==> src/rtl/fc2_collector_if.sv <==
// fc2_collector_if -- sample/readback bundle for the fc2 burst collector.
//
// Signals:
//   in_valid  : sample strobe from the upstream fc2 stage
//   in_sum    : signed sample, DW bits
//   clr       : synchronous abort of a partial burst
//   rd_addr   : buffer read index
//   rd_data   : registered buffer read data
//   busy      : burst capture in progress
//   done      : one-cycle pulse when a full burst has been captured
//   max_idx   : argmax index of the last complete burst
//   max_val   : maximum value of the last complete burst
//   frame_cnt : count of completed bursts (wraps)
//
// Modports: master drives samples and read address, slave is the collector.
interface fc2_collector_if #(
    parameter int DW = 16
);
    logic                 in_valid;
    logic signed [DW-1:0] in_sum;
    logic                 clr;
    logic        [5:0]    rd_addr;
    logic signed [DW-1:0] rd_data;
    logic                 busy;
    logic                 done;
    logic        [5:0]    max_idx;
    logic signed [DW-1:0] max_val;
    logic        [7:0]    frame_cnt;

    modport master (
        output in_valid, in_sum, clr, rd_addr,
        input  rd_data, busy, done, max_idx, max_val, frame_cnt
    );

    modport slave (
        input  in_valid, in_sum, clr, rd_addr,
        output rd_data, busy, done, max_idx, max_val, frame_cnt
    );
endinterface

==> src/rtl/fc2_collector.sv <==
// fc2_collector -- captures DEPTH-sample bursts from the fc2 stage into a
// buffer, tracks the running signed maximum / argmax, and publishes the
// result of each completed burst.
//
// Ports:
//   clk : rising-edge clock
//   rst : asynchronous active-high reset
//   bus : fc2_collector_if.slave (samples in, readback and burst results out)
//
// Parameters: DEPTH (samples per burst), DW (signed sample width).
//
// Build option: define FC2_COLLECT_RELU_EN to clamp negative samples to zero
// before they are stored and compared.
module fc2_collector #(
    parameter int DEPTH = 64,
    parameter int DW    = 16
) (
    input  logic                clk,
    input  logic                rst,
    fc2_collector_if.slave      bus
);
    typedef enum logic {IDLE, CAPT} state_t;

    localparam logic [5:0] CNT_LAST = 6'(DEPTH - 1);

    state_t               state_q;
    logic        [5:0]    cnt_q;
    logic signed [DW-1:0] run_max_q;
    logic        [5:0]    run_idx_q;
    logic                 done_q;
    logic        [5:0]    max_idx_q;
    logic signed [DW-1:0] max_val_q;
    logic        [7:0]    frame_cnt_q;
    logic signed [DW-1:0] rd_data_q;

    // Sample buffer: data only, never reset.
    logic signed [DW-1:0] mem [0:DEPTH-1];

    function automatic logic signed [DW-1:0] condition_sample(input logic signed [DW-1:0] x);
`ifdef FC2_COLLECT_RELU_EN
        return x[DW-1] ? '0 : x;
`else
        return x;
`endif
    endfunction

    logic signed [DW-1:0] samp;
    logic                 accept;
    logic                 take;

    assign samp   = condition_sample(bus.in_sum);
    assign accept = bus.in_valid && !bus.clr;
    // First sample always seeds the maximum; later ones must be strictly
    // greater so ties keep the lowest index.
    assign take   = (cnt_q == 6'd0) || (samp > run_max_q);

    always_ff @(posedge clk or posedge rst) begin
        if (rst) begin
            state_q     <= IDLE;
            cnt_q       <= '0;
            run_max_q   <= '0;
            run_idx_q   <= '0;
            done_q      <= 1'b0;
            max_idx_q   <= '0;
            max_val_q   <= '0;
            frame_cnt_q <= '0;
        end else begin
            done_q <= 1'b0;
            if (bus.clr) begin
                state_q   <= IDLE;
                cnt_q     <= '0;
                run_max_q <= '0;
                run_idx_q <= '0;
            end else if (accept) begin
                if (cnt_q == CNT_LAST) begin
                    // Final sample folds straight into the published result.
                    state_q     <= IDLE;
                    cnt_q       <= '0;
                    done_q      <= 1'b1;
                    frame_cnt_q <= frame_cnt_q + 8'd1;
                    if (take) begin
                        max_val_q <= samp;
                        max_idx_q <= cnt_q;
                    end else begin
                        max_val_q <= run_max_q;
                        max_idx_q <= run_idx_q;
                    end
                end else begin
                    state_q <= CAPT;
                    cnt_q   <= cnt_q + 6'd1;
                    if (take) begin
                        run_max_q <= samp;
                        run_idx_q <= cnt_q;
                    end
                end
            end
        end
    end

    // Buffer write; the read below sees the pre-write content on a collision.
    always_ff @(posedge clk) begin
        if (accept) begin
            mem[cnt_q] <= samp;
        end
    end

    always_ff @(posedge clk or posedge rst) begin
        if (rst) begin
            rd_data_q <= '0;
        end else begin
            rd_data_q <= mem[bus.rd_addr];
        end
    end

    assign bus.busy      = (state_q == CAPT);
    assign bus.done      = done_q;
    assign bus.max_idx   = max_idx_q;
    assign bus.max_val   = max_val_q;
    assign bus.frame_cnt = frame_cnt_q;
    assign bus.rd_data   = rd_data_q;
endmodule

==> src/flat_wrapper.sv <==
// flat-port wrapper written by rule: the top's interface ports become plain ports
module fc2_collector_flat 
#(
    parameter int DEPTH = 64,
    parameter int DW    = 16
)
  (clk, rst, bus_in_valid, bus_in_sum, bus_clr, bus_rd_addr, bus_rd_data, bus_busy, bus_done, bus_max_idx, bus_max_val, bus_frame_cnt);
  fc2_collector_if #(.DW(DW)) bus_i ();
  input  logic clk;
  input  logic rst;
  input wire logic [$bits(bus_i.in_valid)-1:0] bus_in_valid;
  input wire logic [$bits(bus_i.in_sum)-1:0] bus_in_sum;
  input wire logic [$bits(bus_i.clr)-1:0] bus_clr;
  input wire logic [$bits(bus_i.rd_addr)-1:0] bus_rd_addr;
  output wire logic [$bits(bus_i.rd_data)-1:0] bus_rd_data;
  output wire logic [$bits(bus_i.busy)-1:0] bus_busy;
  output wire logic [$bits(bus_i.done)-1:0] bus_done;
  output wire logic [$bits(bus_i.max_idx)-1:0] bus_max_idx;
  output wire logic [$bits(bus_i.max_val)-1:0] bus_max_val;
  output wire logic [$bits(bus_i.frame_cnt)-1:0] bus_frame_cnt;
  assign bus_i.in_valid = bus_in_valid;
  assign bus_i.in_sum = bus_in_sum;
  assign bus_i.clr = bus_clr;
  assign bus_i.rd_addr = bus_rd_addr;
  assign bus_rd_data = bus_i.rd_data;
  assign bus_busy = bus_i.busy;
  assign bus_done = bus_i.done;
  assign bus_max_idx = bus_i.max_idx;
  assign bus_max_val = bus_i.max_val;
  assign bus_frame_cnt = bus_i.frame_cnt;
  fc2_collector #(.DEPTH(DEPTH), .DW(DW)) u_core (.clk(clk), .rst(rst), .bus(bus_i));
endmodule
==> config.mk <==
export PLATFORM = sky130hd
export DESIGN_NAME = fc2_collector_flat
export DESIGN_NICKNAME = d
export VERILOG_FILES = /design/src/rtl/fc2_collector_if.sv /design/src/rtl/fc2_collector.sv /design/src/flat_wrapper.sv
export SDC_FILE = /design/constraint.sdc
export NUM_CORES = 1
export LEC_CHECK = 0
export CORE_UTILIZATION = 49
export DETAILED_ROUTE_END_ITERATION = 8
export GPL_TIMING_DRIVEN = 1
export PLACE_DENSITY = 0.72
export SETUP_SLACK_MARGIN = 0.3
export SLEW_MARGIN = 30
export SYNTH_ARGS = -nofsm -noshare
export SYNTH_HDL_FRONTEND = slang
export SYNTH_SLANG_ARGS = --single-unit
==> constraint.sdc <==
create_clock -name clk -period 3.71 [get_ports clk]
set_input_delay 0.371 -clock clk [delete_from_list [all_inputs] [get_ports clk]]
set_output_delay 0.371 -clock clk [all_outputs]
set_load 0.1 [all_outputs]
==> impl_metrics.ini <==
[finish]
multiInputGateArea_mm2 = 0.00996
final_nets = 2202
drive_gt1_share_pct = 28.9
stdcell_count = 3395
fillers = 6179
register_area_mm2 = 0.0327
area_growth_pct = 13.9

[floorplanning]
core-area_mm2 = 0.0870
die_h_um = 299
initial_core_util_pct = 49.7
die_area_mm2 = 0.0894
ios = 74
die_x_um = 299
num_rows = 108

[worst_setup_path]
crit_end = u_core.run_max_q[9]
reg2regPathDepth = 9
endpoint_kind = flop
critPathMaxFanout = 23
arrival_ps = 3670
crit_required_ps = 4260
cp.depth = 9
crit_path_frequent_cell = nor2_1
critPathKind = flop to flop
crit_buf_inv = 2
rr_startpoint = u_core.run_max_q[15]
r2r_slack_ps = 590
path_cells = inv_1, ha_1, nand4_1, or4_4, nor2_1, a31o_2, nor2_1, buf_4, o311ai_1
cp_top_family = simple AND/OR/NAND/NOR gates
crit_start = u_core.run_max_q[15]
cp_slowest_cell = or4_4
rr_endpoint = u_core.run_max_q[9]
worstSetupStartpointType = flop
cpPeakStageDelay_ps = 610

[placement]
gp_congestion = 0.909
place_inst = 3202
hpwl_um = 59500
portBuffers = 73

[sta]
finalHoldViolations = 0
finalSetupViolations = 0
rsz0062_at_grt = false
min_period_over_period_pct = 84.2
drv_slew = 0
fin_crit_ps = 3120
fmax_mhz = 320
worst_slew_pin_slew_ps = 1030
finalSetupTns_ps = 0
hold_ws_ps = 329
slew_headroom_pct = 30.9
finalClockSkew_ps = 25.2

[run]
maxCapViolCount = 0

[power_and_ir_drop]
p_clk_share_pct = 40.4
seq_power_share_pct = 53.0
power_density_mw_per_mm2 = 526
p_leak_nw = 15.8
power_frac_comb_pct = 6.6
power.internal_w = 0.0202
p_sw_w = 0.00565
vdd_drop_max_uv = 368
swShare_pct = 21.8

[route]
first_iter_violations = 3180
vias = 21700
wl_per_cell_um = 30.8
postRouteAntennaNets = 0
viasPerCell = 6.39
dr.pass1.iters = 6
totalWireLength_um = 105000
route.detailed.drc = 0

[global_route]
grt_max_degree = 68
antenna_found_initial = 7
grtUsageTotal_pct = 23.7
grt_pass1_vias = 21800
overflow = 0
grt_pass1_wl_um = 152000

[cts]
clk_latency_ps = 670
path_clk_slew_ps = 60
tritoncts = done
numCtsBuffers = 107
htree_levels = 3
root_buffer = clkbuf_16
post_cts_buffers = 0
clock_sinks = 1100
clockBufferDepth = 3

[yosys]
netlist_area_mm2 = 0.0432
ys_async_sr_fraction_pct = 6.91
synth-seq-cells = 1100
synth_ff_type = edfxtp_1
synth_top_cell_by_area = edfxtp_1
synth_common_cells = edfxtp_1 (1024), mux4_2 (336), nor2_1 (101)
synth_top_area_share_pct = 71.2
synth_most_common_cell = edfxtp_1
syn_inst = 1978
avgSynthCellArea_um2 = 21.8
synth_area_leaders = edfxtp_1 (71%), mux4_2 (18%), dfrtp_1 (4.4%)
synth-edff-count = 1024
yosysWarningCount = 0
ys_types = 46
yosysSeqAreaShare_pct = 75.6
syn_nets = 2023

[status]
status = complete, no violations

[hold_path]
hold_class = input port to flop
hp-start = bus_in_sum[0]
whs_path_depth = 5
[what timing repair did]
| item | 4_1_cts | 5_1_grt |
|---|---|---|
| endpoints found under the hold margin | 8 | 0 |
| hold buffers | 1 | 0 |
| resized for setup | 0 | 0 |
[stage by stage]
stage | power, W | util (%) | area, um^2 | setup WS (ps)
6_report | 0.0259 | 56.5 | 49200 | 587
5_1_grt | 0.0266 | 56.5 | 49200 | 411
4_1_cts | 0.0260 | 56.6 | 49200 | 603
3_5_place_dp | 0.0157 | 52.7 | 45800 | 508
3_3_place_gp | 0.0156 | 52.7 | 45800 | 576
2_1_floorplan | 0.0150 | - | 43200 | 1100
[metal layers]
metal  vias to the layer above  GRT usage (%)  share of wire (%)
met3                       214           4.27                9.5
met5                         -              0              0.050
met4                         8           7.23                3.0
li1                       8733              -                  -
met2                      1298           39.1                 50
met1                     11400           32.6                 38
[worst min-delay path by stage]
stage	slack [ps]	to
3_3_place_gp	470	u_core.bus.frame_cnt[7]
2_1_floorplan	470	u_core.mem[0][0]
6_report	330	u_core.run_max_q[0]
5_1_grt	400	u_core.run_max_q[0]
4_1_cts	320	u_core.run_max_q[0]
3_5_place_dp	480	u_core.bus.max_val[2]
[kinds of logic (layout without fill, tap and decap cells)]
logic type / after synthesis / after routing / synth area share (%)
adder cells (fa/ha/maj): 19 / 19 / 0.550
flip-flops: 1100 / 1100 / 75.6
other: 0 / 1 / 0
multiplexers: 338 / 338 / 17.6
AND/OR/NAND/NOR: 268 / 268 / 2.87
XOR/XNOR: 9 / 9 / 0.182
buffers and inverters: 147 / 408 / 1.47
AO/OA/AOI/OAI: 97 / 97 / 1.82
[sequential cells by signal (all words and copies together), names as in the netlist]
signal / flops
u_core.run_idx_q: 6
u_core.bus.frame_cnt: 8
u_core.bus.max_idx: 6
u_core.bus.max_val: 16
u_core.bus.done: 1
u_core.bus.busy: 1
u_core.run_max_q: 16
u_core.mem: 1024
u_core.cnt_q: 6
u_core.bus.rd_data: 16
[cell usage in the layout, fill, tap and decap left out, types with 33 or more instances in the layout]
cell             instances
buf_4                  110
edfxtp_1              1024
mux4_2                 336
nor2_1                  91
clkbuf_1                33
dfrtp_1                 76
nand2_1                 52
clkdlybuf4s50_1         52
clkbuf_16              111
nand3_1                 54
[tightest hold or removal path, delay by kind of cell]
family,cells,cell delay (ps)
buffers and inverters,2,260
and+or+nand+nor,2,200
AOI/OAI and AO/OA,1,100
[power groups by stage]
| stage | combinational (W) | clock, W | sequential [W] |
|---|---|---|---|
| global placement | 0.00167 | 0 | 0.0140 |
| finish | 0.00172 | 0.0104 | 0.0137 |
| CTS | 0.00172 | 0.0106 | 0.0137 |
| global route | 0.00180 | 0.0111 | 0.0137 |
| floorplan | 0.000852 | 0 | 0.0141 |
| detailed placement | 0.00171 | 0 | 0.0140 |
[area by class of cell]
class,count,share of cell area [%]
Timing Repair Buffer,193,3.44
Inverter,24,0.186
Clock inverter,38,0.699
Sequential cell,1100,66.3
Tap cell,1155,2.94
Multi-Input combinational cell,731,20.2
Antenna cell,1,0.00509
Clock buffer,153,6.15
Power figures use the tool's default switching activity.
